<file path="src/rtl/if_id_reg.sv">
// ---------------------------------------------------------------------------
// if_id_reg
//
// Pipeline register between instruction fetch (F) and decode (D) of the P7
// MIPS pipeline. Each cycle it either loads the fetched instruction and its
// PC information, holds (stall), or inserts a bubble (interrupt / ERET flush).
// Fetch-address errors are turned into an AdEL exception tag that travels
// with the bubble-ised instruction into decode.
//
// Parameters:
//   RESET_PC   PC shown in D after reset (PC8_D resets to RESET_PC+8)
//   EXC_ADEL   exception code used for an illegal fetch address
//
// Ports:
//   clk        system clock, all state changes on the rising edge
//   reset      synchronous, active-high reset
//   Instr_F    fetched instruction word
//   ADD4_F     PC+4 of the fetched instruction
//   PCExc_F    fetch address illegal (misaligned / out of range)
//   Stall      hold all D contents
//   IntReq     CP0 interrupt/exception request, flush D
//   EXLClr     ERET taking effect, flush D
//   BranchD    instruction currently in D is a branch/jump
//   Instr_D    instruction presented to decode
//   PC_D       PC of Instr_D
//   PC8_D      PC_D+8, link address
//   ExcCode_D  pending exception code, 0 = none
//   BD_D       Instr_D is in a branch delay slot
//   Valid_D    D holds a real instruction (not a bubble)
//   FetchCnt   instructions loaded into D since reset (wraps)
//
// All outputs come straight from flops; there is no combinational path from
// any input to any output.
// ---------------------------------------------------------------------------
module if_id_reg #(
   parameter logic [31:0] RESET_PC = 32'h0000_3000,
   parameter logic [4:0]  EXC_ADEL = 5'd4
) (
   input  logic        clk,
   input  logic        reset,
   input  logic [31:0] Instr_F,
   input  logic [31:0] ADD4_F,
   input  logic        PCExc_F,
   input  logic        Stall,
   input  logic        IntReq,
   input  logic        EXLClr,
   input  logic        BranchD,
   output logic [31:0] Instr_D,
   output logic [31:0] PC_D,
   output logic [31:0] PC8_D,
   output logic [4:0]  ExcCode_D,
   output logic        BD_D,
   output logic        Valid_D,
   output logic [31:0] FetchCnt
);

   localparam logic [31:0] RESET_PC8 = RESET_PC + 32'd8;

   logic [31:0] instr_q,     instr_d;
   logic [31:0] pc_q,        pc_d;
   logic [31:0] pc8_q,       pc8_d;
   logic [4:0]  exc_code_q,  exc_code_d;
   logic        bd_q,        bd_d;
   logic        valid_q,     valid_d;
   logic [31:0] fetch_cnt_q, fetch_cnt_d;

   logic        flush;

   // Either an interrupt entry or an ERET turns D into a bubble; both win
   // over a simultaneous stall.
   assign flush = IntReq | EXLClr;

   always_comb begin
      // Default: hold everything (covers the stall case)
      instr_d     = instr_q;
      pc_d        = pc_q;
      pc8_d       = pc8_q;
      exc_code_d  = exc_code_q;
      bd_d        = bd_q;
      valid_d     = valid_q;
      fetch_cnt_d = fetch_cnt_q;

      if (flush) begin
         // PC/PC8 are left alone so CP0 still sees a stable PC for the bubble;
         // clearing the exception code drops any AdEL that was waiting in D.
         instr_d    = 32'd0;
         exc_code_d = 5'd0;
         bd_d       = 1'b0;
         valid_d    = 1'b0;
      end else if (!Stall) begin
         pc_d        = ADD4_F - 32'd4;
         pc8_d       = ADD4_F + 32'd4;
         // A bad fetch address means the word on Instr_F is garbage: replace
         // it with a nop and tag the slot with AdEL instead.
         instr_d     = PCExc_F ? 32'd0 : Instr_F;
         exc_code_d  = PCExc_F ? EXC_ADEL : 5'd0;
         // The incoming instruction is the delay slot of whatever is leaving D.
         bd_d        = BranchD;
         valid_d     = 1'b1;
         fetch_cnt_d = fetch_cnt_q + 32'd1;
      end
   end

   always_ff @(posedge clk) begin
      if (reset) begin
         instr_q     <= 32'd0;
         pc_q        <= RESET_PC;
         pc8_q       <= RESET_PC8;
         exc_code_q  <= 5'd0;
         bd_q        <= 1'b0;
         valid_q     <= 1'b0;
         fetch_cnt_q <= 32'd0;
      end else begin
         instr_q     <= instr_d;
         pc_q        <= pc_d;
         pc8_q       <= pc8_d;
         exc_code_q  <= exc_code_d;
         bd_q        <= bd_d;
         valid_q     <= valid_d;
         fetch_cnt_q <= fetch_cnt_d;
      end
   end

   assign Instr_D   = instr_q;
   assign PC_D      = pc_q;
   assign PC8_D     = pc8_q;
   assign ExcCode_D = exc_code_q;
   assign BD_D      = bd_q;
   assign Valid_D   = valid_q;
   assign FetchCnt  = fetch_cnt_q;

endmodule

</file>
<file path="config.mk">
export PLATFORM = sky130hd
export DESIGN_NAME = if_id_reg
export DESIGN_NICKNAME = d
export VERILOG_FILES = /design/src/rtl/if_id_reg.sv
export SDC_FILE = /design/constraint.sdc
export NUM_CORES = 1
export LEC_CHECK = 0
export BUFFER_PORTS_ARGS = -buffer_cell sky130_fd_sc_hd__buf_2
export CORE_AREA = 2 2 142 144
export CTS_CLUSTER_DIAMETER = 150
export DETAILED_ROUTE_END_ITERATION = 10
export DIE_AREA = 0 0 144 146
export GPL_ROUTABILITY_DRIVEN = 0
export GPL_TIMING_DRIVEN = 1
export SLEW_MARGIN = 20
export SYNTH_ARGS = -nofsm -noshare
export SYNTH_HDL_FRONTEND = slang
export SYNTH_SLANG_ARGS = --single-unit
</file>
<file path="constraint.sdc">
create_clock -name clk -period 2.45 [get_ports clk]
set_input_delay 0.245 -clock clk [delete_from_list [all_inputs] [get_ports clk]]
set_output_delay 0.245 -clock clk [all_outputs]
set_load 0.02 [all_outputs]
</file>
# [Word level (Yosys, flattened, before mapping)]
# Index checks and enable logic that the tools add are counted.
# W data, S select, Z words.
[totals] reg_bits=135 latchBits=0 ramBits=0 rom_bits=0 inputBits=71 output_inout_bits=135 wordCells=17 n_memories=0
[op_classes] add_sub_neg=3 multipliers=0 n_div=0 n_lt_le_gt_ge=0 eq_ne=0 shift=0 n_mux=2 bitwise=3 reduce_logical=2
[op_table] op="$add A32 B1 Y32 const B" count=1
[op_table] op="$add A32 B3 Y32 const B" count=1
[op_table] op="$mux W32" count=1
[op_table] op="$sub A32 B3 Y32 const B" count=1
[op_table] op="$mux W3" count=1
[op_table] op="$not A1 Y1" count=2
[op_table] op="$reduce_and A2 Y1" count=1
[op_table] op="$reduce_or A2 Y1" count=1
[op_table] op="$or A1 B1 Y1" count=1

# [Longest topological paths before layout]
[logic_depth] depth_word=3 mapped_depth=7 ltp_nobuf=6

# [Least setup slack after synthesis]
# Ideal clock, no wire load.
[synth_path] path_kind="input to register" startpoint="input port ADD4_F[5]" endpoint="register pc_q[28], in the netlist PC_D[28]" setup_time_ns=0.091 arrival_ns=1.988 t_required_ns=2.359 setup_slack_ns=0.371 path_stages=6 path_buffers=1 cell_sequence="buf_6 -> nor4_4 -> nand3b_1 -> or4_4 -> or4_1 -> a311oi_1"
[synth_via] elab_chain_len=1
[synth_rtl] item="start: declaration" line="42" text="input logic [31:0] ADD4_F,"
[synth_rtl] item="$sub A32 B3 Y32" line="91" text="pc_d = ADD4_F - 32'd4;"
[synth_rtl] item="end signal: assignment" line="115" text="pc_q <= pc_d;"
[synth_rtl] item="end: declaration" line="60" text="logic [31:0] pc_q, pc_d;"
# No other way between the ends.
# A chain may end at the register's enable or synchronous reset.

# [Final worst setup path]
[layout_path] startpoint="input port ADD4_F[28]" endpoint="register pc_q[31], in the netlist PC_D[31]"
# The elaborated chain is that of the path after synthesis.

==> qor.txt <==
status: completed
crit-path most repeated cell: or4_1
area of the multi-input gates: 2890 µm²
core area: 19,300 µm²
FP Rows: 51
RSZ-0062 raised after global routing: false
Synth async-reset ratio: 0
CTS Hold Bufs: 0
min-delay worst type: in2reg
WL final: 17.1 mm
routed len/inst: 15.1 µm
Layout Cells excl Fill: 1,128
Ys Warns: 0
CTS sink cnt: 128
CTS buffer count: 17
fmax: 546 MHz
share of layout cells above drive strength 1: 0.306
power per cell area: 689 nW/µm²
Clock Latency Late Sink: 420 ps
switching power: 1.38 mW
largest net degree at the start of global routing: 61
max_cap viols: 0
Synth top area share: 0.448
CTS Buffer Depth: 2
Clock transition at path regs: 60 ps
Gate power share: 0.097
H-tree depth: 4
Die X: 144 µm
Lkg Pwr: 3.09 nW
DR vias/cell: 4.78
worst path required time: 2770 ps
Mean Syn Cell Area: 8.57 µm²
die height: 146 µm
Synth area leader: dfxtp_1
number of synthesized flops with an enable pin: 0
skew final: 5.34 ps
register area share after synthesis: 0.448
number of global-route vias before repair: 4,932
Final setup viols: 0
Post-DRT Antenna Nets: 0
IO buf count: 201
crit-path cells: buf_2 > or3_1 > or2_2 > or4_1 > or4_1 > a311oi_1
Crit-path slowest cell: or4_1
Cells after Synth: 667
Slew Limit Fails: 0
crit path DAT: 2150 ps
Iteration-0 DRC Markers: 235
CP Capture Type: register
first-pass GRT wire length: 25.9 mm
Place WS: 160 ps
root buffer cell: clkbuf_16
DR vias: 5,395
Synth Register Bits: 128
fin worst setup slack: 617 ps
Boundary Pins: 206
Starting Density: 0.296
Worst Max-Slew Pin Slew: 642 ps
fillers: 2,002
CTS resizes: 0
crit path kind: in2reg
post-layout util: 0.392
DRT Pass-1 Iters: 4
Flop pwr share: 0.416
post-CTS setup repair buffer count: 0
Final Cycle Share: 0.748
Worst VDD drop: 436 µV
# placed instances: 1,096
final hold vios: 0
post-synth cell types: 39
Power, Total: 5.21 mW
antenna cells: 0
switching share of total power: 0.265
Clock power frac: 0.486
P_int: 3.83 mW
All-Layer GR Usage: 0.157
CTS tree: yes
Nets: 924
GRT Residual Overflow: 0
Final min period: 1830 ps
slowest stage delay, CP: 420 ps
crit start category: primary input
Post-Synthesis Cell Area: 5720 µm²
Final HPWL DP: 12.6 mm
DR DRC count: 0
FF/Latch Area: 2560 µm²
area delta synth->final: 32.4%
die area: 21,000 µm²
initial antenna violation count: 1
CP Max Fanout: 5
Area contributors post-synth: dfxtp_1, nor2_1, xnor2_1
Slew HR: 0.572
TNS Setup: 0 ps
leading register cell type out of synthesis: dfxtp_1
==> critical path, delay by kind of cell <==
family	cells	cell delay [ps]
compound gates	1	270
buf+inv	1	130
simple gates	4	1510
==> through the flow <==
stage          cell area, µm²  hold WS, ps
2_1_floorplan            5730          341
3_3_place_gp             6980          433
3_5_place_dp             6980          439
4_1_cts                  7570         37.0
5_1_grt                  7570         48.3
6_report                 7570         54.7
==> power by group through the flow <==
stage / Combinational [mW] / Clock [mW] / Sequential (mW)
4_1_cts: 0.515 / 2.62 / 2.17
2_1_floorplan: 0.241 / 0 / 2.28
6_report: 0.508 / 2.54 / 2.17
5_1_grt: 0.557 / 2.71 / 2.17
3_3_place_gp: 0.512 / 0 / 2.21
3_5_place_dp: 0.514 / 0 / 2.21
==> cell usage after synthesis (2+ instances only) <==
master / count
o21bai_1: 2
xor2_1: 37
mux2i_1: 2
or2_2: 4
buf_2: 2
and4_1: 6
nor4_2: 3
a22o_1: 4
nand3_1: 24
ha_1: 3
nor4_1: 12
xnor2_1: 40
nor3_1: 26
dfxtp_1: 128
o31ai_1: 2
buf_4: 7
or4_1: 3
nand4_1: 20
a211oi_1: 39
a311oi_1: 9
inv_1: 8
o21ai_0: 7
and2_1: 2
clkbuf_1: 48
nor2_1: 132
or3_1: 12
a21oi_1: 9
and3_1: 4
a22oi_1: 32
nand2_1: 31
==> layout make-up <==
cell class	count	share of cell area
Tap cell	265	0.0438
Clock inverter	15	0.0212
Clock buffer	17	0.0562
Timing Repair Buffer	220	0.155
Sequential cell	128	0.339
Inverter	8	0.00397
Multi-Input combinational cell	475	0.381
==> cells by family (layout without fill, tap and decap cells) <==
family	count (synthesis)	in the layout	synth area share
AO/OA/AOI/OAI	105	105	0.134
XOR/XNOR	77	77	0.118
adder cells (fa/ha/maj)	3	3	0.00657
buffers and inverters	67	260	0.0503
flip-flops	128	128	0.448
multiplexers	2	2	0.00350
other	1	4	0.000656
AND/OR/NAND/NOR	284	284	0.239
==> layer usage <==
| metal | global-route usage | wire length, µm | vias up |
|---|---|---|---|
| met5 | 0 | 13 | - |
| met4 | 0.0441 | 205 | 2 |
| met3 | 0.0704 | 1710 | 21 |
| met2 | 0.256 | 7940 | 197 |
| met1 | 0.187 | 7180 | 2476 |
| li1 | - | - | 2699 |
==> worst paths after layout <==
| kind | start | end | slack (ps) | cells after the start |
|---|---|---|---|---|
| setup / recovery | ADD4_F[28] | PC_D[31] | 620 | 6 |
| hold / removal | Instr_F[22] | Instr_D[22] | 50 | 3 |
| setup reg to reg | FetchCnt[12] | FetchCnt[31] | 700 | 5 |
| hold reg to reg | Valid_D | Valid_D | 450 | 2 |
==> state kept, by name, indices dropped and copies added, names as in the netlist <==
signal and flops:
FetchCnt 32, Instr_D 32, PC_D 32, PC8_D 29
BD_D 1, ExcCode_D 1, Valid_D 1
==> cells in the final DEF (no fill, tap or decap), types with 6 or more instances in the layout <==
master	instances
buf_2	201
nor2_1	131
dfxtp_1	128
xnor2_1	40
a211oi_1	39
xor2_1	37
a22oi_1	32
nand2_1	31
nor3_1	25
nand3_1	24
nand4_1	20
clkbuf_16	17
buf_4	17
nor4_1	12
or3_1	11
a311oi_1	9
a21oi_1	9
inv_1	8
o21ai_0	7
and4_1	6
Power figures use the tool's default switching activity.
